$ cat src/rtl/sd_pkg.sv
// Shared types and constants for the event counter and its display.
// Optional stretcher enable macro: SD_EVT_STRETCH_EN.
package sd_pkg;

    localparam int BCD_W = 4;

    localparam logic [BCD_W-1:0] BCD_MAX = 4'd9;

    typedef enum logic {
        ST_IDLE,
        ST_HOLD
    } stretch_state_t;

    // Active-low segment patterns, bit order {g,f,e,d,c,b,a}
    localparam logic [6:0] SEG_0   = 7'h40;
    localparam logic [6:0] SEG_1   = 7'h79;
    localparam logic [6:0] SEG_2   = 7'h24;
    localparam logic [6:0] SEG_3   = 7'h30;
    localparam logic [6:0] SEG_4   = 7'h19;
    localparam logic [6:0] SEG_5   = 7'h12;
    localparam logic [6:0] SEG_6   = 7'h02;
    localparam logic [6:0] SEG_7   = 7'h78;
    localparam logic [6:0] SEG_8   = 7'h00;
    localparam logic [6:0] SEG_9   = 7'h10;
    localparam logic [6:0] SEG_OFF = 7'h7F;

endpackage

$ cat src/rtl/sd_seg7_dec.sv
// Combinational BCD to active-low 7-segment decoder.
// Non-BCD codes blank the digit.
module sd_seg7_dec
    import sd_pkg::*;
(
    input  logic [BCD_W-1:0] i_digit,
    output logic [6:0]       o_seg
);

    // Map one BCD digit to its segment pattern
    always_comb begin
        o_seg = SEG_OFF;
        case (i_digit)
            4'd0:    o_seg = SEG_0;
            4'd1:    o_seg = SEG_1;
            4'd2:    o_seg = SEG_2;
            4'd3:    o_seg = SEG_3;
            4'd4:    o_seg = SEG_4;
            4'd5:    o_seg = SEG_5;
            4'd6:    o_seg = SEG_6;
            4'd7:    o_seg = SEG_7;
            4'd8:    o_seg = SEG_8;
            4'd9:    o_seg = SEG_9;
            default: o_seg = SEG_OFF;
        endcase
    end

endmodule

$ cat src/rtl/sd_event_counter.sv
// Two-digit BCD detection counter with LED stretcher and muxed display.
// Define SD_EVT_STRETCH_EN to enable the LED hold FSM.
module sd_event_counter
    import sd_pkg::*;
#(
    parameter int STRETCH_CYC = 8,
    parameter int SCAN_DIV    = 16
) (
    input  logic       clk,
    input  logic       reset,
    input  logic       det,
    input  logic [3:0] det_led,
    input  logic       clr,
    output logic [7:0] count_bcd,
    output logic       ovf,
    output logic [3:0] led,
    output logic [6:0] seg,
    output logic [1:0] an
);

    if (STRETCH_CYC < 1 || STRETCH_CYC > 255) begin : g_bad_stretch
        $error("STRETCH_CYC out of range 1..255");
    end
    if (SCAN_DIV < 2 || SCAN_DIV > 65535) begin : g_bad_scan
        $error("SCAN_DIV out of range 2..65535");
    end

    localparam logic [15:0] SCAN_LAST = 16'(SCAN_DIV - 1);

    logic [BCD_W-1:0] r_ones;
    logic [BCD_W-1:0] r_tens;
    logic             r_ovf;
    logic [3:0]       r_led;
    logic [15:0]      r_scan_cnt;
    logic             r_sel;
    logic [1:0]       r_an;
    logic [6:0]       r_seg;

    logic             w_scan_wrap;
    logic             w_sel_nxt;
    logic [BCD_W-1:0] w_digit;
    logic [6:0]       w_seg;

    // BCD event count; clear wins and swallows a coincident detection
    always_ff @(posedge clk or posedge reset) begin
        if (reset) begin
            r_ones <= '0;
            r_tens <= '0;
            r_ovf  <= 1'b0;
        end else if (clr) begin
            r_ones <= '0;
            r_tens <= '0;
            r_ovf  <= 1'b0;
        end else if (det) begin
            if (r_ones == BCD_MAX) begin
                r_ones <= '0;
                if (r_tens == BCD_MAX) begin
                    r_tens <= '0;
                    r_ovf  <= 1'b1;
                end else begin
                    r_tens <= r_tens + 1'b1;
                end
            end else begin
                r_ones <= r_ones + 1'b1;
            end
        end
    end

`ifdef SD_EVT_STRETCH_EN
    localparam logic [7:0] HOLD_LOAD = 8'(STRETCH_CYC - 1);

    stretch_state_t r_state;
    logic [7:0]     r_hold_cnt;

    // Hold the latched pattern; any detection restarts the hold window
    always_ff @(posedge clk or posedge reset) begin
        if (reset) begin
            r_state    <= ST_IDLE;
            r_hold_cnt <= '0;
            r_led      <= '0;
        end else begin
            case (r_state)
                ST_IDLE: begin
                    if (det) begin
                        r_led      <= det_led;
                        r_hold_cnt <= HOLD_LOAD;
                        r_state    <= ST_HOLD;
                    end
                end
                ST_HOLD: begin
                    if (det) begin
                        r_led      <= det_led;
                        r_hold_cnt <= HOLD_LOAD;
                    end else if (r_hold_cnt == 8'd0) begin
                        r_led   <= '0;
                        r_state <= ST_IDLE;
                    end else begin
                        r_hold_cnt <= r_hold_cnt - 1'b1;
                    end
                end
                default: begin
                    r_led   <= '0;
                    r_state <= ST_IDLE;
                end
            endcase
        end
    end
`else
    // Pass the pattern through for one cycle per detection
    always_ff @(posedge clk or posedge reset) begin
        if (reset) begin
            r_led <= '0;
        end else begin
            r_led <= det ? det_led : 4'b0000;
        end
    end
`endif

    assign w_scan_wrap = (r_scan_cnt == SCAN_LAST);
    assign w_sel_nxt   = r_sel ^ w_scan_wrap;
    assign w_digit     = w_sel_nxt ? r_tens : r_ones;

    sd_seg7_dec u_dec (
        .i_digit (w_digit),
        .o_seg   (w_seg)
    );

    // Digit scan: anode and segments switch together on the same edge
    always_ff @(posedge clk or posedge reset) begin
        if (reset) begin
            r_scan_cnt <= '0;
            r_sel      <= 1'b0;
            r_an       <= 2'b10;
            r_seg      <= SEG_0;
        end else begin
            r_scan_cnt <= w_scan_wrap ? 16'd0 : r_scan_cnt + 1'b1;
            r_sel      <= w_sel_nxt;
            r_an       <= w_sel_nxt ? 2'b01 : 2'b10;
            r_seg      <= w_seg;
        end
    end

    assign count_bcd = {r_tens, r_ones};
    assign ovf       = r_ovf;
    assign led       = r_led;
    assign seg       = r_seg;
    assign an        = r_an;

endmodule

$ cat config.mk
export PLATFORM = sky130hd
export DESIGN_NAME = sd_event_counter
export DESIGN_NICKNAME = d
export VERILOG_FILES = /design/src/rtl/sd_pkg.sv /design/src/rtl/sd_seg7_dec.sv /design/src/rtl/sd_event_counter.sv
export SDC_FILE = /design/constraint.sdc
export NUM_CORES = 1
export LEC_CHECK = 0
export ABC_AREA = 1
export ABC_CLOCK_PERIOD_IN_PS = 1700
export BUFFER_PORTS_ARGS = -buffer_cell sky130_fd_sc_hd__buf_4
export CAP_MARGIN = 20
export CORE_UTILIZATION = 30
export DETAILED_ROUTE_END_ITERATION = 16
export PLACE_DENSITY = 0.54
export SETUP_SLACK_MARGIN = 0.3
export SLEW_MARGIN = 20
export SYNTH_ARGS = -nofsm -noshare
export SYNTH_HDL_FRONTEND = slang
export SYNTH_HIERARCHICAL = 1
export SYNTH_SLANG_ARGS = --single-unit
$ cat constraint.sdc
create_clock -name clk -period 1.7 [get_ports clk]
set_input_delay 0.17 -clock clk [delete_from_list [all_inputs] [get_ports clk]]
set_output_delay 0.17 -clock clk [all_outputs]
set_load 0.02 [all_outputs]
After elaboration in Yosys (flattened, before gate mapping)
Memories as Yosys holds them, arrays and structs flattened. A register that Yosys moved wholly into a read port is not among the register bits.
Index checks and enable logic that the tools add are counted.
{"block": "op_classes", "n_mux": 15, "n_eq_ne": 3, "n_reduce_logical": 5, "bitwise_logic": 1, "add_sub_neg": 3}
{"operator": "4-bit two-way mux", "n": 9}
{"operator": "16-bit by 1-bit adder with 16-bit output, second input constant", "n": 1}
{"operator": "16-bit by 4-bit == test with 1-bit output, second input constant", "n": 1}
{"operator": "16-bit two-way mux", "n": 1}
{"operator": "4-bit by 1-bit adder with 4-bit output, second input constant", "n": 2}
{"operator": "4-bit == test, second input constant", "n": 2}
{"operator": "2-bit nonzero test", "n": 3}
{"operator": "1-bit two-way mux", "n": 4}
{"operator": "3-bit AND reduction", "n": 1}
{"operator": "2-bit two-way mux", "n": 1}
{"operator": "2-bit AND reduction", "n": 1}
{"operator": "1-bit XOR", "n": 1}
{"block": "word_totals", "romBits": 112, "register_bits": 32, "in_bits": 8, "n_memories": 1, "out_inout_bits": 22}
{"memory": "(no name shown)", "depth": 16, "word_bits": 7, "rd": 1, "rd_ports_with_merged_regs": 1, "wr": 0, "line_no": "sd_seg7_dec.sv:13", "text": "case (i_digit)"}

Depth between registers and ports, before layout
Gate-level depths: netlist (run 1).
{"block": "logic_depth", "ltp_word": 5, "mapped_depth": 13}

Modules after synthesis
Netlist (run 1), hierarchy kept.
{"mod": "sd_event_counter", "cells_per_inst": 209, "n_inst": 1, "area_each_um2": 1805.5}
{"mod": "sd_seg7_dec", "cells_per_inst": 35, "n_inst": 1, "area_each_um2": 187.7}

Worst setup path before layout (run 1)
OpenSTA, ideal clock, no wires.
{"block": "synth_timing", "kind": "flip-flop to flip-flop", "from": "register r_scan_cnt[0]", "to": "register r_seg[3], in the netlist seg[3]", "path_buffers": 0, "stages_incl_launch_ff": 13, "required_ns": 1.575, "setup_slack_ns": -0.152, "arrival_ns": 1.727, "period_less_slack_ns": 1.852, "setup_time_ns": 0.125, "cell_sequence": "dfrtp_1 -> ha_1 -> nand3_1 -> nor2_2 -> nand2_1 -> nand2_2 -> nand3_1 -> nand2_1 -> inv_1 -> ha_1 -> nand2_1 -> nand3_1 -> nand2_1"}
{"block": "synth_via", "elab_chain_len": 3}
{"element": "start, declared", "line_no": "sd_event_counter.sv:34", "text": "logic [15:0] r_scan_cnt;"}
{"element": "start signal, assigned", "line_no": "sd_event_counter.sv:136", "text": "r_scan_cnt <= w_scan_wrap ? 16'd0 : r_scan_cnt + 1'b1;"}
{"element": "16-bit by 4-bit == test with 1-bit output", "line_no": "sd_event_counter.sv:119", "text": "assign w_scan_wrap = (r_scan_cnt == SCAN_LAST);"}
{"element": "1-bit XOR", "line_no": "sd_event_counter.sv:120", "text": "assign w_sel_nxt = r_sel ^ w_scan_wrap;"}
{"element": "4-bit two-way mux", "line_no": "sd_event_counter.sv:121", "text": "assign w_digit = w_sel_nxt ? r_tens : r_ones;"}
{"element": "named net w_digit[1]", "line_no": "sd_event_counter.sv:41", "text": "logic [BCD_W-1:0] w_digit;"}
{"element": "end, declared", "line_no": "sd_event_counter.sv:37", "text": "logic [6:0] r_seg;"}
The timed path passes the listed nets, and every way through them passes these cells.
A chain may end at the register's enable or synchronous reset.

Final worst setup path (run 1)
{"block": "layout_timing", "from": "register r_scan_cnt[1]", "to": "register r_seg[3], in the netlist seg[3]"}
Same word-level chain as after synthesis.

==> results.toml, run 1 <==
[global_routing]
grt_pass1_vias = 1516
grt_max_degree = 39
antenna_found_initial = 0
grt_pass1_wl_mm = 6.96
overflow = 0
groute.usage.overall_pct = 12.5

[placement]
dp_slack_ns = -0.0553
place_congestion = 0.764
portBuffers = 29
dp_hpwl_mm = 2.92

[critical_path]
worstPathArrival_ns = 1.92
required_ns = 1.87
startpoint_type = "register"
endpoint_kind = "register"
worstSetupPathType = "reg -> reg"
crit_fanout = 4

[detailed_routing]
routed_wirelength_mm = 4.13
ant_nets = 0
firstDrtPassIters = 4
drtIter0Drc = 49
post_drt_via_cell_ratio = 4.34
vias = 1706
drc = 0
routedWlPerCell_um = 10.5

[logic_synthesis]
syn_area_per_cell_sq_um = 8.17
ys_top_cells_by_area = "dfrtp_1 45%, nand2_1 11%, inv_1 7.5%, nand3_1 6.5%, ha_1 6.3%"
ys_ff_latch = 38
synth_nets = 262
async_flop_share_pct = 100
syn_area_sq_um = 1990
ys_warn_count = 6
yosysTopAreaCell = "dfrtp_1"
synth_cell_types = 25
synth_most_common_cell = "nand2_1"
synth_edf_count = 0
ys_seq_area_share_pct = 47.8
netlist_top_cells_count = "56 x nand2_1, 40 x inv_1, 36 x dfrtp_1, 28 x nor2_1, 26 x nand3_1"
synthesis.instances = 244
synth_ff_type = "dfrtp_1"
synth_top_area_share_pct = 45.2

[outcome]
status = "finished with violations"
violations = "hold timing, setup timing"

[sta]
setup_slack_ns = -0.0526
hold_violations = 1
rsz0062_at_grt = "yes"
period_share_pct = 103
skew_ns = 0.0106
tightest_slew_ns = 0.484
whs_ns = -0.000436
fmax_mhz = 571
tns_ns = -0.221
slew_headroom_pct = 67.7
maxSlewViolCount = 0
setup_viol = 6
min_period_ns = 1.75

[cells_and_area]
num-nets-final = 333
drive_gt1_share_pct = 39.6
syn2layout_area_growth_pct = 44.6
antenna_cells = 0
multiInputGateArea_sq_um = 1070
nFillCells = 631
final-seq-area_sq_um = 956

[die]
core_sq_um = 6390
io_pins = 30
rows = 29
start_util_pct = 31.2
fp.dieH_um = 83.5
dieWidth_um = 83.5
dieArea_sq_um = 6970

[clock_network]
clockRootBuffer = "clkbuf_8"
cts_tree = "built"
hold_buffers = 0
cts.path.max_buffers = 2
clk_latency_ns = 0.28
htreeDepth = 2
clkTransAtPathRegs_ns = 0.08
numCtsBuffers = 5
cts_sinks = 38

[run]
max_cap_violations = 0

[power_and_ir_drop]
p_leak_nw = 1.50
ir_worst_vdd_mv = 0.496
p_per_area_nw_per_um2 = 816

[min_path]
min_path_type = "in -> async"
[worst max-delay path, cell delays in order (launching register included)]
cell,delay [ns]
dfrtp_1,0.40
ha_4,0.17
nand3_4,0.09
nor2_4,0.14
nand2_2,0.08
nand2_4,0.09
nand3_2,0.10
nand2_4,0.12
inv_4,0.05
ha_1,0.16
inv_1,0.06
nand2_2,0.06
nand3_2,0.07
nand2_1,0.05
[stage by stage]
stage | utilization (%) | instance area [sq um] | hold WS [ns] | total power [mW] | cells
floorplan | - | 2050 | 0.233 | 1.44 | 244
global placement | 39.2 | 2500 | 0.330 | 1.68 | 369
detailed placement | 39.2 | 2500 | 0.329 | 1.69 | 369
CTS | 42.8 | 2730 | 0.0190 | 2.31 | 384
global route | 45.1 | 2880 | 0.0268 | 2.50 | 393
finish | 45.1 | 2880 | -0.000436 | 2.35 | 393
[layout by cell type, fill, tap and decap left out, types with 6 or more instances in the layout]
cell / instances
nor2_1: 22
buf_4: 62
xor2_1: 10
nand3_4: 6
ha_1: 7
nor2_4: 6
nand2_1: 46
nand2_2: 10
nand3_1: 19
inv_1: 35
dfrtp_1: 34
inv_2: 6
[timing repair]
item / CTS / global route
resized for setup: 22 / 22
buffers inserted: 7 / 9
setup endpoints to repair: 8 / 19
pin swaps: 14 / 12
[final timing paths]
check                      slack [ns]                     to                    start  depth (start not counted)
min reg2reg                      0.52        ovf$_DFFE_PP0P_          ovf$_DFFE_PP0P_                          2
max in group asynchronous        1.33  r_ones[0]$_DFFE_PP0P_                    reset                          3
max reg2reg                     -0.05       seg[3]$_DFF_PP0_  r_scan_cnt[1]$_DFF_PP0_                         13
min                           -0.0004  r_tens[3]$_DFFE_PP0P_                    reset                          3
min in group clk                 0.04        ovf$_DFFE_PP0P_                      clr                          2
max                             -0.05       seg[3]$_DFF_PP0_  r_scan_cnt[1]$_DFF_PP0_                         13
[layout make-up]
class	instances	area share (%)
clock buffer	6	2.52
clock inverter	2	0.347
inverter	44	6.08
multi-input combinational	161	37.2
sequential	38	33.2
tap	77	3.34
timing repair buffer	65	17.3
[flip-flops by register name, indices dropped and copies added (netlist names)]
name and count:
r_scan_cnt 16, r_ones 4, led 4, ovf 1, r_tens 4, an 2, seg 7
[routing by layer]
metal / global-route usage, % / up-vias / share of wire (%)
li1: - / 890 / -
met1: 17.0 / 776 / 49
met2: 19.0 / 36 / 46
met3: 3.56 / 4 / 4.1
met4: 4.16 / 0 / 0.99
met5: 0 / - / 0
[cells by family (layout without fill, tap and decap cells)]
family | Yosys count | after routing | synth area share (%)
AO/OA/AOI/OAI | 13 | 13 | 3.83
XOR/XNOR | 12 | 12 | 5.27
adder cells (fa/ha/maj) | 10 | 10 | 6.28
buffers and inverters | 45 | 117 | 8.66
flip-flops | 38 | 38 | 47.8
AND/OR/NAND/NOR | 126 | 126 | 28.1
[power by group]
| part | switching [mW] | internal [mW] |
|---|---|---|
| clock | 0.307 | 0.284 |
| sequential | 0.0693 | 1.00 |
| combinational | 0.381 | 0.309 |
Power figures use the tool's default switching activity.
==> run 2, diff against run 1 <==
--- a/config.mk
+++ b/config.mk
@@ -9,9 +9,11 @@
 export ABC_CLOCK_PERIOD_IN_PS = 1700
 export BUFFER_PORTS_ARGS = -buffer_cell sky130_fd_sc_hd__buf_4
 export CAP_MARGIN = 20
+export CELL_PAD_IN_SITES_DETAIL_PLACEMENT = 1
+export CELL_PAD_IN_SITES_GLOBAL_PLACEMENT = 1
 export CORE_UTILIZATION = 30
 export DETAILED_ROUTE_END_ITERATION = 16
-export PLACE_DENSITY = 0.54
+export PLACE_DENSITY = 0.67
 export SETUP_SLACK_MARGIN = 0.3
 export SLEW_MARGIN = 20
 export SYNTH_ARGS = -nofsm -noshare
==> results.toml, run 2 (synthesized netlist as in run 1, its figures left out) <==
[clock_network]
clk_latency_ns = 0.30
cts_tree = "built"
htreeDepth = 2
cts_sinks = 38
clkTransAtPathRegs_ns = 0.07
cts.path.max_buffers = 2
clockRootBuffer = "clkbuf_8"
hold_buffers = 0
numCtsBuffers = 5

[placement]
dp_hpwl_mm = 3.54
portBuffers = 29
dpl_cell_area_sq_um = 2510
placed_cells = 370
place_congestion = 0.729

[sta]
whs_ns = -0.00684
skew_ns = 0.00487
period_share_pct = 108
maxSlewViolCount = 0
tightest_slew_ns = 0.495
setup_slack_ns = -0.143
slew_headroom_pct = 67.0
setup_viol = 7
hold_violations = 15
min_period_ns = 1.84
fmax_mhz = 543
rsz0062_at_grt = "yes"

[global_routing]
groute.usage.overall_pct = 15.7
grt_pass1_vias = 1836
antenna_found_initial = 0
overflow = 0
grt_pass1_wl_mm = 8.76
grt_max_degree = 39

[die]
dieWidth_um = 83.5
rows = 29
start_util_pct = 31.2
io_pins = 30
dieArea_sq_um = 6970
core_sq_um = 6390
fp.dieH_um = 83.5

[cells_and_area]
syn2layout_area_growth_pct = 44.3
regMostFlops = "r_scan_cnt"
layout_commonest_cell = "buf_4"
post-route-util_pct = 45.0
stdcell_count = 390
final_cell_mix = "63 x buf_4, 42 x nand2_1, 35 x inv_1"
drive_gt1_share_pct = 41.5
nFillCells = 746
largest_reg_flops = 16
stdcell_area_sq_um = 2880
num-nets-final = 331
antenna_cells = 0

[detailed_routing]
firstDrtPassIters = 4
post_drt_via_cell_ratio = 4.55
routedWlPerCell_um = 13.6
routed_wirelength_mm = 5.29
drtIter0Drc = 52
drc = 0
ant_nets = 0
vias = 1773

[outcome]
violations = "hold timing, setup timing"
status = "finished with violations"

[power_and_ir_drop]
ir_worst_vdd_mv = 0.549
p_leak_nw = 1.50
p_per_area_nw_per_um2 = 820

[critical_path]
startpoint_type = "register"
worstSetupPathType = "reg -> reg"
worstPathArrival_ns = 2.04
required_ns = 1.89
critPathMaxStageDelay_ns = 0.40
path_buf_inv = 1
cp_slowest_cell = "dfrtp_1"
path_cells = "ha_4 > nand3_4 > nor2_4 > nand2_2 > nand2_4 > nand3_4 > nand2_4 > buf_4 > ha_1 > nand2_1 > nand3_1 > nand2_1"
crit_family = "simple AND/OR/NAND/NOR gates"
crit_fanout = 5
endpoint_kind = "register"

[run]
max_cap_violations = 0

[min_path]
min_path_type = "in -> async"
==> run 2: changes by cell type in the layout (fill, tap and decap cells not counted), moves of 2 or more <==
cell	previous run	this run
nand2_1	46	42
buf_6	3	0
nand2_2	10	13
nand3_2	4	7
clkinv_2	2	0
nand3_1	19	17
==> run 2: routing by layer <==
metal  track usage, %  part of all wire (%)  vias up
li1                 -                     -      877
met4             4.62                   1.2        0
met3             3.96                   3.3        6
met2             26.2                    51       37
met5                0                     0        -
met1             20.3                    45      853
==> run 2: worst paths after layout <==
check                      slack (ns)  cells past startpoint                    end               startpoint
min                            -0.007                      3       seg[5]$_DFF_PP0_                    reset
min reg2reg                      0.54                      2        ovf$_DFFE_PP0P_          ovf$_DFFE_PP0P_
max in group asynchronous        1.34                      3  r_ones[1]$_DFFE_PP0P_                    reset
min in group clk                 0.03                      2        ovf$_DFFE_PP0P_                      clr
max reg2reg                     -0.14                     12       seg[4]$_DFF_PP0_  r_scan_cnt[0]$_DFF_PP0_
max                             -0.14                     12       seg[4]$_DFF_PP0_  r_scan_cnt[0]$_DFF_PP0_
==> run 2: metrics by stage <==
step                setup slack (ns)  setup TNS (ns)  power [mW]
detailed placement            -0.139          -0.609        1.70
CTS                          -0.0656          -0.241        2.35
global placement             -0.0668          -0.283        1.67
floorplan                    -0.0132         -0.0132        1.44
finish                        -0.143          -0.637        2.36
global route                  -0.241           -1.33        2.50
==> run 2: report_power, final <==
| group | internal [mW] | total, mW | switching, mW |
|---|---|---|---|
| clock | 0.283 | 0.602 | 0.320 |
| sequential | 1.00 | 1.08 | 0.0812 |
| combinational | 0.284 | 0.671 | 0.388 |
| total | 1.57 | 2.36 | 0.789 |
==> run 2: area by class of cell <==
class / count / area [sq um] / share of cell area, %
inverter: 44 / 173 / 6.01
multi-input combinational: 161 / 1100 / 38.3
sequential: 38 / 956 / 33.2
timing repair buffer: 63 / 473 / 16.4
tap: 77 / 96.3 / 3.35
clock buffer: 7 / 76.3 / 2.65
==> run 2: worst reg2reg max path, delay by kind of cell (launching register included) <==
kind / cells / cell delay, ns
simple gates: 9 / 0.88
fa+ha+maj: 2 / 0.33
flops: 1 / 0.40
buf+inv: 1 / 0.12
==> run 2: what timing repair did <==
action | 4_1_cts | 5_1_grt
resized for setup | 23 | 26
pin swaps | 8 | 5
buffers inserted | 6 | 7
setup endpoints to repair | 10 | 17
